`src/rtl/pep_mmacc_body_ram_mc_if.sv`:
```
// Bus bundle for the multi-channel body store: body writes, correction writes,
// read requests and the corrected-body output stream.
interface pep_mmacc_body_ram_mc_if #(
  parameter int CH_NB  = 2,
  parameter int PID_W  = 4,
  parameter int B_W    = 16,
  parameter int ERR_W  = 12,
  parameter int COEF_W = 8
);
  logic [CH_NB-1:0]            body_wr_vld;
  logic [CH_NB-1:0]            body_wr_rdy;
  logic [CH_NB-1:0][PID_W-1:0] body_wr_pid;
  logic [CH_NB-1:0][B_W-1:0]   body_wr_data;
  logic                        corr_wr_en;
  logic [PID_W-1:0]            corr_wr_pid;
  logic [ERR_W-1:0]            corr_wr_data;
  logic                        rd_vld;
  logic                        rd_rdy;
  logic [PID_W-1:0]            rd_pid;
  logic                        out_vld;
  logic                        out_rdy;
  logic [COEF_W-1:0]           out_data;

  modport master (
    output body_wr_vld, body_wr_pid, body_wr_data,
    output corr_wr_en, corr_wr_pid, corr_wr_data,
    output rd_vld, rd_pid, out_rdy,
    input  body_wr_rdy, rd_rdy, out_vld, out_data
  );

  modport slave (
    input  body_wr_vld, body_wr_pid, body_wr_data,
    input  corr_wr_en, corr_wr_pid, corr_wr_data,
    input  rd_vld, rd_pid, out_rdy,
    output body_wr_rdy, rd_rdy, out_vld, out_data
  );
endinterface

```
`src/rtl/pep_mmacc_body_ram_mc.sv`:
```
// Multi-channel LWE body store: round-robin body writes, per-PID correction
// accumulation, mean-compensated mod-switch readout, sweeping flush.
module pep_mmacc_body_ram_mc #(
  parameter int CH_NB      = 2,
  parameter int PID_W      = 4,
  parameter int DEPTH      = 16,
  parameter int B_W        = 16,
  parameter int ERR_W      = 12,
  parameter int CNT_TARGET = 4,
  parameter int COEF_W     = 8,
  parameter int MEAN_F     = 2,
  parameter int MEAN       = 2
) (
  input  logic clk,
  input  logic a_rst_n,
  input  logic corr_en_i,
  input  logic flush_i,
  output logic flush_busy_o,
  output logic err_rewrite_o,
  output logic err_corr_ovf_o,
  pep_mmacc_body_ram_mc_if.slave bus
);
  localparam int W     = B_W + MEAN_F;
  localparam int CNT_W = $clog2(CNT_TARGET + 1);
  localparam int CH_W  = (CH_NB > 1) ? $clog2(CH_NB) : 1;
  localparam logic [CNT_W-1:0] CNT_FULL = CNT_W'(CNT_TARGET);

  typedef enum logic {F_IDLE, F_CLEAR} fstate_e;

  typedef struct packed {
    logic [B_W-1:0]   b;
    logic [ERR_W-1:0] acc;
    logic             ce;
  } s1_t;

  fstate_e                     fstate_q, fstate_d;
  logic [PID_W-1:0]            faddr_q, faddr_d;
  logic [CH_W-1:0]             rr_q, rr_d;
  logic [DEPTH-1:0]            present_q;
  logic [DEPTH-1:0][CNT_W-1:0] cnt_q;
  logic [B_W-1:0]              b_mem   [DEPTH];
  logic [ERR_W-1:0]            acc_mem [DEPTH];
  logic                        s1_vld_q;
  s1_t                         s1_q;
  logic [COEF_W-1:0]           fifo_q  [2];
  logic                        wptr_q, rptr_q;
  logic [1:0]                  fcnt_q;
  logic                        err_rw_q, err_ovf_q;

  logic                        busy, found, wr_en;
  logic [CH_W-1:0]             gnt;
  logic [PID_W-1:0]            wr_pid;
  logic [B_W-1:0]              wr_data;
  logic [CNT_W-1:0]            corr_cnt;
  logic                        corr_ok, corr_ovf;
  logic                        rd_elig, rd_haz, rd_acc, pop, s1_adv;
  logic [ERR_W-1:0]            acc_eff;
  logic [W-1:0]                acc_sx, x;
  logic [COEF_W-1:0]           coef;

  // Flush sweep: one slot per cycle; a new pulse restarts from slot 0.
  always_comb begin
    fstate_d = fstate_q;
    faddr_d  = faddr_q;
    case (fstate_q)
      F_IDLE: if (flush_i) begin
        fstate_d = F_CLEAR;
        faddr_d  = '0;
      end
      F_CLEAR: begin
        if (flush_i)                            faddr_d  = '0;
        else if (faddr_q == PID_W'(DEPTH - 1)) fstate_d = F_IDLE;
        else                                    faddr_d  = faddr_q + PID_W'(1);
      end
      default: fstate_d = F_IDLE;
    endcase
  end

  assign busy         = (fstate_q == F_CLEAR);
  assign flush_busy_o = busy;

  // rr_q holds the channel with highest priority next cycle.
  always_comb begin
    found = 1'b0;
    gnt   = rr_q;
    for (int k = 0; k < CH_NB; k++) begin
      if (!found && bus.body_wr_vld[(int'(rr_q) + k) % CH_NB]) begin
        found = 1'b1;
        gnt   = CH_W'((int'(rr_q) + k) % CH_NB);
      end
    end
  end

  assign wr_en   = found & ~busy;
  assign wr_pid  = bus.body_wr_pid[gnt];
  assign wr_data = bus.body_wr_data[gnt];
  assign rr_d    = (gnt == CH_W'(CH_NB - 1)) ? '0 : gnt + CH_W'(1);

  always_comb begin
    bus.body_wr_rdy = '0;
    if (wr_en) bus.body_wr_rdy[gnt] = 1'b1;
  end

  assign corr_cnt = cnt_q[bus.corr_wr_pid];
  assign corr_ok  = bus.corr_wr_en & (corr_cnt != CNT_FULL);
  assign corr_ovf = bus.corr_wr_en & (corr_cnt == CNT_FULL);

  // A read never races a write to its own PID: the write goes first.
  assign rd_elig = present_q[bus.rd_pid] & (~corr_en_i | (cnt_q[bus.rd_pid] == CNT_FULL));
  assign rd_haz  = (wr_en & (wr_pid == bus.rd_pid)) |
                   (bus.corr_wr_en & (bus.corr_wr_pid == bus.rd_pid));
  assign pop     = bus.out_vld & bus.out_rdy;
  assign s1_adv  = s1_vld_q & ((fcnt_q != 2'd2) | pop);
  assign bus.rd_rdy = rd_elig & (~s1_vld_q | s1_adv) & ~busy & ~rd_haz;
  assign rd_acc  = bus.rd_vld & bus.rd_rdy;

  // x = 4b - 2*acc style mean compensation, then round to the top COEF_W bits.
  assign acc_eff = s1_q.ce ? s1_q.acc : '0;
  assign acc_sx  = {{(W-ERR_W){acc_eff[ERR_W-1]}}, acc_eff};
  assign x       = {s1_q.b, {MEAN_F{1'b0}}} - acc_sx * W'(MEAN);
  assign coef    = x[W-1 -: COEF_W] + COEF_W'(x[W-1-COEF_W]);

  assign bus.out_vld  = (fcnt_q != 2'd0);
  assign bus.out_data = fifo_q[rptr_q];
  assign err_rewrite_o  = err_rw_q;
  assign err_corr_ovf_o = err_ovf_q;

  always_ff @(posedge clk or negedge a_rst_n) begin
    if (!a_rst_n) begin
      fstate_q  <= F_IDLE;
      faddr_q   <= '0;
      rr_q      <= '0;
      present_q <= '0;
      cnt_q     <= '0;
      s1_vld_q  <= 1'b0;
      s1_q      <= '0;
      wptr_q    <= 1'b0;
      rptr_q    <= 1'b0;
      fcnt_q    <= '0;
      err_rw_q  <= 1'b0;
      err_ovf_q <= 1'b0;
    end else begin
      fstate_q <= fstate_d;
      faddr_q  <= faddr_d;
      if (wr_en) begin
        rr_q              <= rr_d;
        present_q[wr_pid] <= 1'b1;
      end
      if (corr_ok) cnt_q[bus.corr_wr_pid] <= corr_cnt + CNT_W'(1);
      if (rd_acc) begin
        present_q[bus.rd_pid] <= 1'b0;
        cnt_q[bus.rd_pid]     <= '0;
      end
      if (busy) begin
        present_q[faddr_q] <= 1'b0;
        cnt_q[faddr_q]     <= '0;
      end
      s1_vld_q <= rd_acc | (s1_vld_q & ~s1_adv);
      if (rd_acc) begin
        s1_q.b   <= b_mem[bus.rd_pid];
        s1_q.acc <= acc_mem[bus.rd_pid];
        s1_q.ce  <= corr_en_i;
      end
      if (s1_adv) wptr_q <= ~wptr_q;
      if (pop)    rptr_q <= ~rptr_q;
      fcnt_q <= fcnt_q + {1'b0, s1_adv} - {1'b0, pop};
      if (flush_i)                          err_rw_q  <= 1'b0;
      else if (wr_en && present_q[wr_pid]) err_rw_q  <= 1'b1;
      if (flush_i)                          err_ovf_q <= 1'b0;
      else if (corr_ovf)                    err_ovf_q <= 1'b1;
    end
  end

  // Storage arrays need no reset: presence and counts gate every use.
  always_ff @(posedge clk) begin
    if (wr_en) b_mem[wr_pid] <= wr_data;
    if (corr_ok)
      acc_mem[bus.corr_wr_pid] <= (corr_cnt == '0) ? bus.corr_wr_data
                                                   : acc_mem[bus.corr_wr_pid] + bus.corr_wr_data;
    if (s1_adv) fifo_q[wptr_q] <= coef;
  end
endmodule

```
`src/flat_wrapper.sv`:
```
// flat-port wrapper written by rule: the top's interface ports become plain ports
module pep_mmacc_body_ram_mc_flat 
#(
  parameter int CH_NB      = 2,
  parameter int PID_W      = 4,
  parameter int DEPTH      = 16,
  parameter int B_W        = 16,
  parameter int ERR_W      = 12,
  parameter int CNT_TARGET = 4,
  parameter int COEF_W     = 8,
  parameter int MEAN_F     = 2,
  parameter int MEAN       = 2
)
  (clk, a_rst_n, corr_en_i, flush_i, flush_busy_o, err_rewrite_o, err_corr_ovf_o, bus_body_wr_vld, bus_body_wr_pid, bus_body_wr_data, bus_corr_wr_en, bus_corr_wr_pid, bus_corr_wr_data, bus_rd_vld, bus_rd_pid, bus_out_rdy, bus_body_wr_rdy, bus_rd_rdy, bus_out_vld, bus_out_data);
  pep_mmacc_body_ram_mc_if #(.CH_NB(CH_NB), .PID_W(PID_W), .B_W(B_W), .ERR_W(ERR_W), .COEF_W(COEF_W)) bus_i ();
  input  logic clk;
  input  logic a_rst_n;
  input  logic corr_en_i;
  input  logic flush_i;
  output logic flush_busy_o;
  output logic err_rewrite_o;
  output logic err_corr_ovf_o;
  input wire logic [$bits(bus_i.body_wr_vld)-1:0] bus_body_wr_vld;
  input wire logic [$bits(bus_i.body_wr_pid)-1:0] bus_body_wr_pid;
  input wire logic [$bits(bus_i.body_wr_data)-1:0] bus_body_wr_data;
  input wire logic [$bits(bus_i.corr_wr_en)-1:0] bus_corr_wr_en;
  input wire logic [$bits(bus_i.corr_wr_pid)-1:0] bus_corr_wr_pid;
  input wire logic [$bits(bus_i.corr_wr_data)-1:0] bus_corr_wr_data;
  input wire logic [$bits(bus_i.rd_vld)-1:0] bus_rd_vld;
  input wire logic [$bits(bus_i.rd_pid)-1:0] bus_rd_pid;
  input wire logic [$bits(bus_i.out_rdy)-1:0] bus_out_rdy;
  output wire logic [$bits(bus_i.body_wr_rdy)-1:0] bus_body_wr_rdy;
  output wire logic [$bits(bus_i.rd_rdy)-1:0] bus_rd_rdy;
  output wire logic [$bits(bus_i.out_vld)-1:0] bus_out_vld;
  output wire logic [$bits(bus_i.out_data)-1:0] bus_out_data;
  assign bus_i.body_wr_vld = bus_body_wr_vld;
  assign bus_i.body_wr_pid = bus_body_wr_pid;
  assign bus_i.body_wr_data = bus_body_wr_data;
  assign bus_i.corr_wr_en = bus_corr_wr_en;
  assign bus_i.corr_wr_pid = bus_corr_wr_pid;
  assign bus_i.corr_wr_data = bus_corr_wr_data;
  assign bus_i.rd_vld = bus_rd_vld;
  assign bus_i.rd_pid = bus_rd_pid;
  assign bus_i.out_rdy = bus_out_rdy;
  assign bus_body_wr_rdy = bus_i.body_wr_rdy;
  assign bus_rd_rdy = bus_i.rd_rdy;
  assign bus_out_vld = bus_i.out_vld;
  assign bus_out_data = bus_i.out_data;
  pep_mmacc_body_ram_mc #(.CH_NB(CH_NB), .PID_W(PID_W), .DEPTH(DEPTH), .B_W(B_W), .ERR_W(ERR_W), .CNT_TARGET(CNT_TARGET), .COEF_W(COEF_W), .MEAN_F(MEAN_F), .MEAN(MEAN)) u_core (.clk(clk), .a_rst_n(a_rst_n), .corr_en_i(corr_en_i), .flush_i(flush_i), .flush_busy_o(flush_busy_o), .err_rewrite_o(err_rewrite_o), .err_corr_ovf_o(err_corr_ovf_o), .bus(bus_i));
endmodule
```
`config.mk`:
```
export PLATFORM = sky130hd
export DESIGN_NAME = pep_mmacc_body_ram_mc_flat
export DESIGN_NICKNAME = d
export VERILOG_FILES = /design/src/rtl/pep_mmacc_body_ram_mc_if.sv /design/src/rtl/pep_mmacc_body_ram_mc.sv /design/src/flat_wrapper.sv
export SDC_FILE = /design/constraint.sdc
export NUM_CORES = 1
export LEC_CHECK = 0
export ABC_AREA = 0
export CAP_MARGIN = 20
export CORE_UTILIZATION = 40
export CTS_CLUSTER_SIZE = 8
export DETAILED_ROUTE_END_ITERATION = 16
export GPL_ROUTABILITY_DRIVEN = 1
export GPL_TIMING_DRIVEN = 0
export HOLD_SLACK_MARGIN = 0.08
export PLACE_DENSITY = 0.68
export SETUP_SLACK_MARGIN = 0.4
export SLEW_MARGIN = 10
export SYNTH_ARGS = -nofsm -noshare
export SYNTH_HDL_FRONTEND = slang
export SYNTH_SLANG_ARGS = --single-unit
```
`constraint.sdc`:
```
create_clock -name clk -period 3.5 [get_ports clk]
set_clock_uncertainty 0.1 [all_clocks]
set_input_delay 0.7 -clock clk [delete_from_list [all_inputs] [get_ports clk]]
set_output_delay 0.7 -clock clk [all_outputs]
set_load 0.02 [all_outputs]
```
==> flow_summary.yaml, run 1 <==
outcome:
  status: "finished, violations left"
  violations: "setup timing"
timing:
  slew_violations: 0
  slew_headroom: 0.225
  tns_ns: -31.20
  hold_viol_final: 0
  setup_ws_ns: -0.570
  period_minus_slack_ns: 4.07
  finalSetupViolCount: 112
  tightest_slew_ns: 1.16
  timing.fmax_mhz: 246
  period_share: 1.16
  grt_setup_unrepaired: "true"
global_route:
  grt_pass1_vias: 16600
  grtUsageTotal: 0.232
  antenna_found_initial: 3
  grt_pass1_wl_mm: 111
  grt_max_degree: 86
  overflow: 0
detailed_routing:
  drc_errors: 0
  drt_wl_total_mm: 77.6
  antenna_left: 0
  wl_met1_mm: 29.2
  top_layer: "met5"
  wl_met2_mm: 39.1
  first_pass_iters: 5
  routedWlPerCell_um: 29.3
  drtIter0Drc: 1703
  dr_wl_met3_mm: 6.29
  via_count: 16200
  post_drt_via_cell_ratio: 6.09
yosys:
  synth_edf_count: 464
  ys_ff_latch: 570
  ys.flop_type: "edfxtp_1"
  ys_top_cells_by_count: "edfxtp_1, mux4_2, nor2_1, dfrtp_1, mux2_2"
  syn_area_per_cell_um2: 18.0
  netlist-cell-type-count: 61
  yosysSeqAreaShare: 0.640
  yosysMostFrequentCell: "edfxtp_1"
  async_reset_ff_frac: 0.186
  syn_area_um2: 25900
  synthTopCellsByArea: "edfxtp_1, mux4_2, dfrtp_1"
  yosysTopAreaCell: "edfxtp_1"
  synth_top_cell_area_share: 0.538
  yosys_warnings: 0
  syn_inst: 1439
  synth_nets: 1545
cells_and_area:
  area_growth_pct: 30.8
  final_nets: 1867
  utilization: 0.533
  drive_gt1_frac: 0.428
  fill_cells: 4861
  seqCellArea_um2: 16600
  multi_input_area_um2: 10300
worst_setup_path:
  path_max_fanout: 8
  crit_path_end_kind: "register"
  cp-start-kind: "input port"
  path_class: "input port to register"
  crit_required_ns: 3.79
  worstPathArrival_ns: 4.36
  rrSetupSlack_ns: -0.43
floorplanning:
  initial_core_util: 0.408
  die_h_um: 256
  fp.coreArea_um2: 63500
  rows: 92
  die_w_um: 256
  die_area_um2: 65800
  num_io_pins: 84
power:
  power_density_nw_per_um2: 572
  ir_worst_vdd_uv: 452
  p_leak_nw: 11.8
worst_hold_path:
  worstHoldPathType: "input port to asynchronous set/reset pin"
cts:
  cts_tree: "yes"
  clockBufferDepth: 3
  cts.sinks: 570
  clk_pin_slew_ns: 0.05
  clock_latency_ns: 0.65
  cts_buffers: 81
  cts_root_buffer: "clkbuf_16"
  cts_htree_levels: 3
placed_design:
  hpwl_mm: 45.4
  port_buffers: 79
  place_congestion: 0.871
job:
  maxCapViolCount: 0
==> flip-flops by register name, indices dropped and copies added, names as in the netlist <==
signal,cells
u_core.acc_mem,192
u_core.b_mem,256
u_core.cnt_q,48
u_core.err_corr_ovf_o,1
u_core.err_rewrite_o,1
u_core.faddr_q,4
u_core.fcnt_q,2
u_core.fifo_q,16
u_core.flush_busy_o,1
u_core.present_q,16
u_core.rptr_q,1
u_core.rr_q,1
u_core.s1_q,29
u_core.s1_vld_q,1
u_core.wptr_q,1
==> report_power, final <==
| part | switching (mW) | internal, mW | leakage [nW] |
|---|---|---|---|
| Sequential | 0.265 | 8.08 | 5.61 |
| Combinational | 1.97 | 1.73 | 5.08 |
| Clock | 2.97 | 4.37 | 1.13 |
==> cell type report <==
cell class / count / share of cell area
sequential: 570 / 0.489
multi-input combinational: 783 / 0.303
timing repair buffer: 235 / 0.0804
clock buffer: 120 / 0.0641
tap: 846 / 0.0312
buffer: 72 / 0.0236
clock inverter: 8 / 0.00628
inverter: 18 / 0.00199
antenna: 1 / 0.0000738
==> repair_timing <==
item	4_1_cts	5_1_grt
setup endpoints to repair	754	639
pin swaps	55	52
gates cloned	7	4
gates resized for setup	179	118
hold endpoints to repair	21	0
hold buffers	1	0
buffers inserted	101	37
==> logic make-up after synthesis <==
| group | count (synthesis) | synth area share |
|---|---|---|
| fa+ha+maj | 37 | 0.0182 |
| compound gates | 120 | 0.0306 |
| buf+inv | 90 | 0.0143 |
| mux | 316 | 0.233 |
| xor+xnor | 38 | 0.0128 |
| simple gates | 268 | 0.0507 |
| flops | 570 | 0.640 |
==> critical path: stages <==
cell and delay (ns):
buf_12 0.08, buf_12 0.10, buf_16 0.14, buf_16 0.15, mux4_2 0.52, mux4_2 0.58
ha_4 0.25, a21o_1 0.18, a21oi_4 0.19, o21bai_4 0.11, a31oi_4 0.22, o21ai_4 0.09
o41ai_4 0.37, xnor2_1 0.19, nand2_2 0.11, xnor2_4 0.18, buf_12 0.17
==> layout by cell type (no fill, tap or decap), types with 17 or more instances in the layout <==
master and instances:
buf_12 38, buf_4 82, buf_6 46, clkbuf_1 54, clkbuf_16 90, clkdlybuf4s50_1 71
dfrtp_1 104, edfxtp_1 464, ha_1 20, mux2_2 55, mux2i_1 28, mux4_2 223
nand2_1 33, nor2_1 79, nor2_4 40, xnor2_1 17
==> metal layers <==
metal	GRT usage	vias up
met1	0.297	8476
met3	0.0485	236
met2	0.390	894
li1	-	6542
met5	0	-
met4	0.0855	4
==> final timing paths <==
path,startpoint,to,depth (start not counted)
setup / recovery,bus_corr_wr_pid[0],u_core.acc_mem[12][11],17
setup reg to reg,u_core.acc_mem[15][1],u_core.acc_mem[12][11],13
max in group asynchronous,a_rst_n,u_core.s1_q[0],3
hold reg to reg,u_core.wptr_q,u_core.wptr_q,1
min in group clk,u_core.wptr_q,u_core.wptr_q,1
hold / removal,a_rst_n,u_core.err_corr_ovf_o,2
==> through the flow <==
stage | cells | setup WS, ns | area, um^2 | power (mW) | hold slack, ns
floorplan | 1439 | -0.786 | 26500 | 10.1 | 0.304
global placement | 2364 | -2.77 | 28400 | 10.9 | 0.375
detailed placement | 2373 | -2.85 | 28600 | 11.0 | 0.381
CTS | 2610 | -0.520 | 32900 | 19.0 | 0.373
global route | 2652 | -0.625 | 33900 | 19.9 | 0.402
finish | 2653 | -0.570 | 33900 | 19.4 | 0.389
No activity file was read; power rests on OpenSTA's default activity.
==> run 2, diff against run 1 <==
GPL_ROUTABILITY_DRIVEN = 0   (was 1)
PLACE_DENSITY = 0.63   (was 0.68)
clock period = 4.4 ns   (was 3.5 ns; I/O delays follow)
==> run 2 against run 1 <==
Effect of this change:
- the flow now finishes without violations
- register-to-register slack improved by 1.1 ns
- clock power fell by 23%
- non-clock buffer count fell by 88
- die area did not move
- combinational power fell by 37%
- sequential share of layout area rose by 3.5 points
- worst hold slack improved by 0.016 ns
- via count fell by 6.0%
- cell area fell by 6.6%
- power fell by 25%
- routed wire length fell by 6.3%
- critical path type unchanged
- largest power group unchanged
==> flow_summary.yaml, run 2 (synthesized netlist as in run 1, its figures left out) <==
global_route:
  grt_pass1_vias: 15600
  antenna_found_initial: 0
  grt_max_degree: 71
  overflow: 0
  grt_pass1_wl_mm: 106
  grtUsageTotal: 0.224
cts:
  clockBufferDepth: 3
  cts_tree: "yes"
  clock_latency_ns: 0.62
  cts_htree_levels: 3
  clk_pin_slew_ns: 0.05
  cts.sinks: 570
  cts_root_buffer: "clkbuf_16"
  cts_buffers: 81
worst_setup_path:
  rrSetupSlack_ns: 0.64
  rr_startpoint: "u_core.acc_mem[15][1]"
  path_class: "input port to register"
  path_max_fanout: 16
  worstPathArrival_ns: 4.40
  crit_path_end_kind: "register"
  crit_required_ns: 4.66
  critPathLaunch: "bus_corr_wr_pid[0]"
  cp-start-kind: "input port"
cells_and_area:
  final_nets: 1776
  regMostFlops: "u_core.b_mem"
  layout_common_cells: "edfxtp_1, mux4_2, dfrtp_1"
  drive_gt1_frac: 0.333
  reg_top3: "u_core.b_mem: 256 flops, u_core.acc_mem: 192 flops, u_core.cnt_q: 48 flops"
  area_growth_pct: 22.2
  largest_reg_flops: 256
  utilization: 0.498
  final_common_cell: "edfxtp_1"
power:
  total_power_mw: 14.6
  ir_worst_vdd_uv: 283
  p_leak_nw: 10.9
  power_density_nw_per_um2: 460
outcome:
  status: "complete, no violations"
timing:
  period_share: 0.942
  grt_setup_unrepaired: "true"
  hold_viol_final: 0
  timing.fmax_mhz: 241
  setup_ws_ns: 0.256
  finalSetupViolCount: 0
  period_minus_slack_ns: 4.14
  slew_violations: 0
  slew_headroom: 0.210
  tightest_slew_ns: 1.18
  timing.hold.ws_ns: 0.405
floorplanning:
  rows: 92
  die_w_um: 256
  num_io_pins: 84
  die_area_um2: 65800
  initial_core_util: 0.408
  die_h_um: 256
  fp.coreArea_um2: 63500
placed_design:
  dp_slack_ns: -2.09
  hpwl_mm: 47.6
  port_buffers: 79
detailed_routing:
  antenna_left: 0
  via_count: 15200
  first_pass_iters: 7
  drtIter0Drc: 1552
  routedWlPerCell_um: 28.6
  post_drt_via_cell_ratio: 5.96
  drt_wl_total_mm: 72.8
  drc_errors: 0
job:
  maxCapViolCount: 0
worst_hold_path:
  worstHoldPathType: "register to register"
  worstHoldStart: "u_core.wptr_q"
[run 2: cell count changes in the layout (fill, tap and decap cells not counted), moves of 15 or more]
| cell | delta |
|---|---|
| nor2_4 | -22 |
| buf_2 | +15 |
| buf_12 | -30 |
| buf_4 | -40 |
| buf_6 | -41 |
[run 2: through the flow]
stage / setup TNS [ns] / area [um^2] / instances
floorplan: -1.79 / 26100 / 1439
global placement: -1227.18 / 28000 / 2364
detailed placement: -634.65 / 28400 / 2388
CTS: 0 / 31400 / 2539
global route: 0 / 31600 / 2547
finish: 0 / 31600 / 2548
[run 2: area by class of cell]
class,instances,area [um^2]
Multi-Input combinational cell,780,9430
Buffer,72,629
Clock inverter,8,138
Clock buffer,106,2120
Sequential cell,570,16600
Tap cell,846,1060
Fill cell,5187,31900
Inverter,18,67.6
Timing Repair Buffer,147,1620
Antenna cell,1,2.50
[run 2: path summary, 6_finish.rpt]
kind,cells past startpoint,endpoint
min in group asynchronous,2,u_core.cnt_q[5]
worst max register to register,13,u_core.acc_mem[5][11]
max in group asynchronous,3,u_core.s1_q[16]
worst max-delay path,17,u_core.acc_mem[5][11]
worst min-delay path,1,u_core.wptr_q
worst min register to register,1,u_core.wptr_q
[run 2: timing repair]
item                                   CTS  global route
resized for setup                       76            25
pin swaps                               16            13
hold buffers                             1             0
setup endpoints to repair              486           180
gates cloned                             2             2
endpoints found under the hold margin   36             0
setup buffers                           34             5
[run 2: where the power goes]
group          switching (mW)  internal (mW)  total, mW
Clock                    2.30           3.35       5.65
Sequential              0.166           6.43       6.60
Combinational            1.33          0.981       2.31
[run 2: worst max-delay path, stage by stage]
cell and delay, ns:
buf_12 0.08, buf_16 0.12, buf_16 0.14, buf_16 0.13, mux4_2 0.51, mux4_2 0.60
ha_4 0.25, a21o_1 0.16, a21oi_2 0.18, o21bai_1 0.12, a31oi_2 0.22, o21ai_2 0.10
o41ai_2 0.23, xnor2_1 0.18, nand2_2 0.12, xnor2_4 0.19, buf_12 0.15
[run 2: routing by layer]
metal / GRT usage / share of wire / wire [um]
met5: 0 / 0 / 0
met4: 0.0739 / 0.028 / 2000
met3: 0.0520 / 0.088 / 6400
met2: 0.357 / 0.48 / 34700
met1: 0.306 / 0.41 / 29700
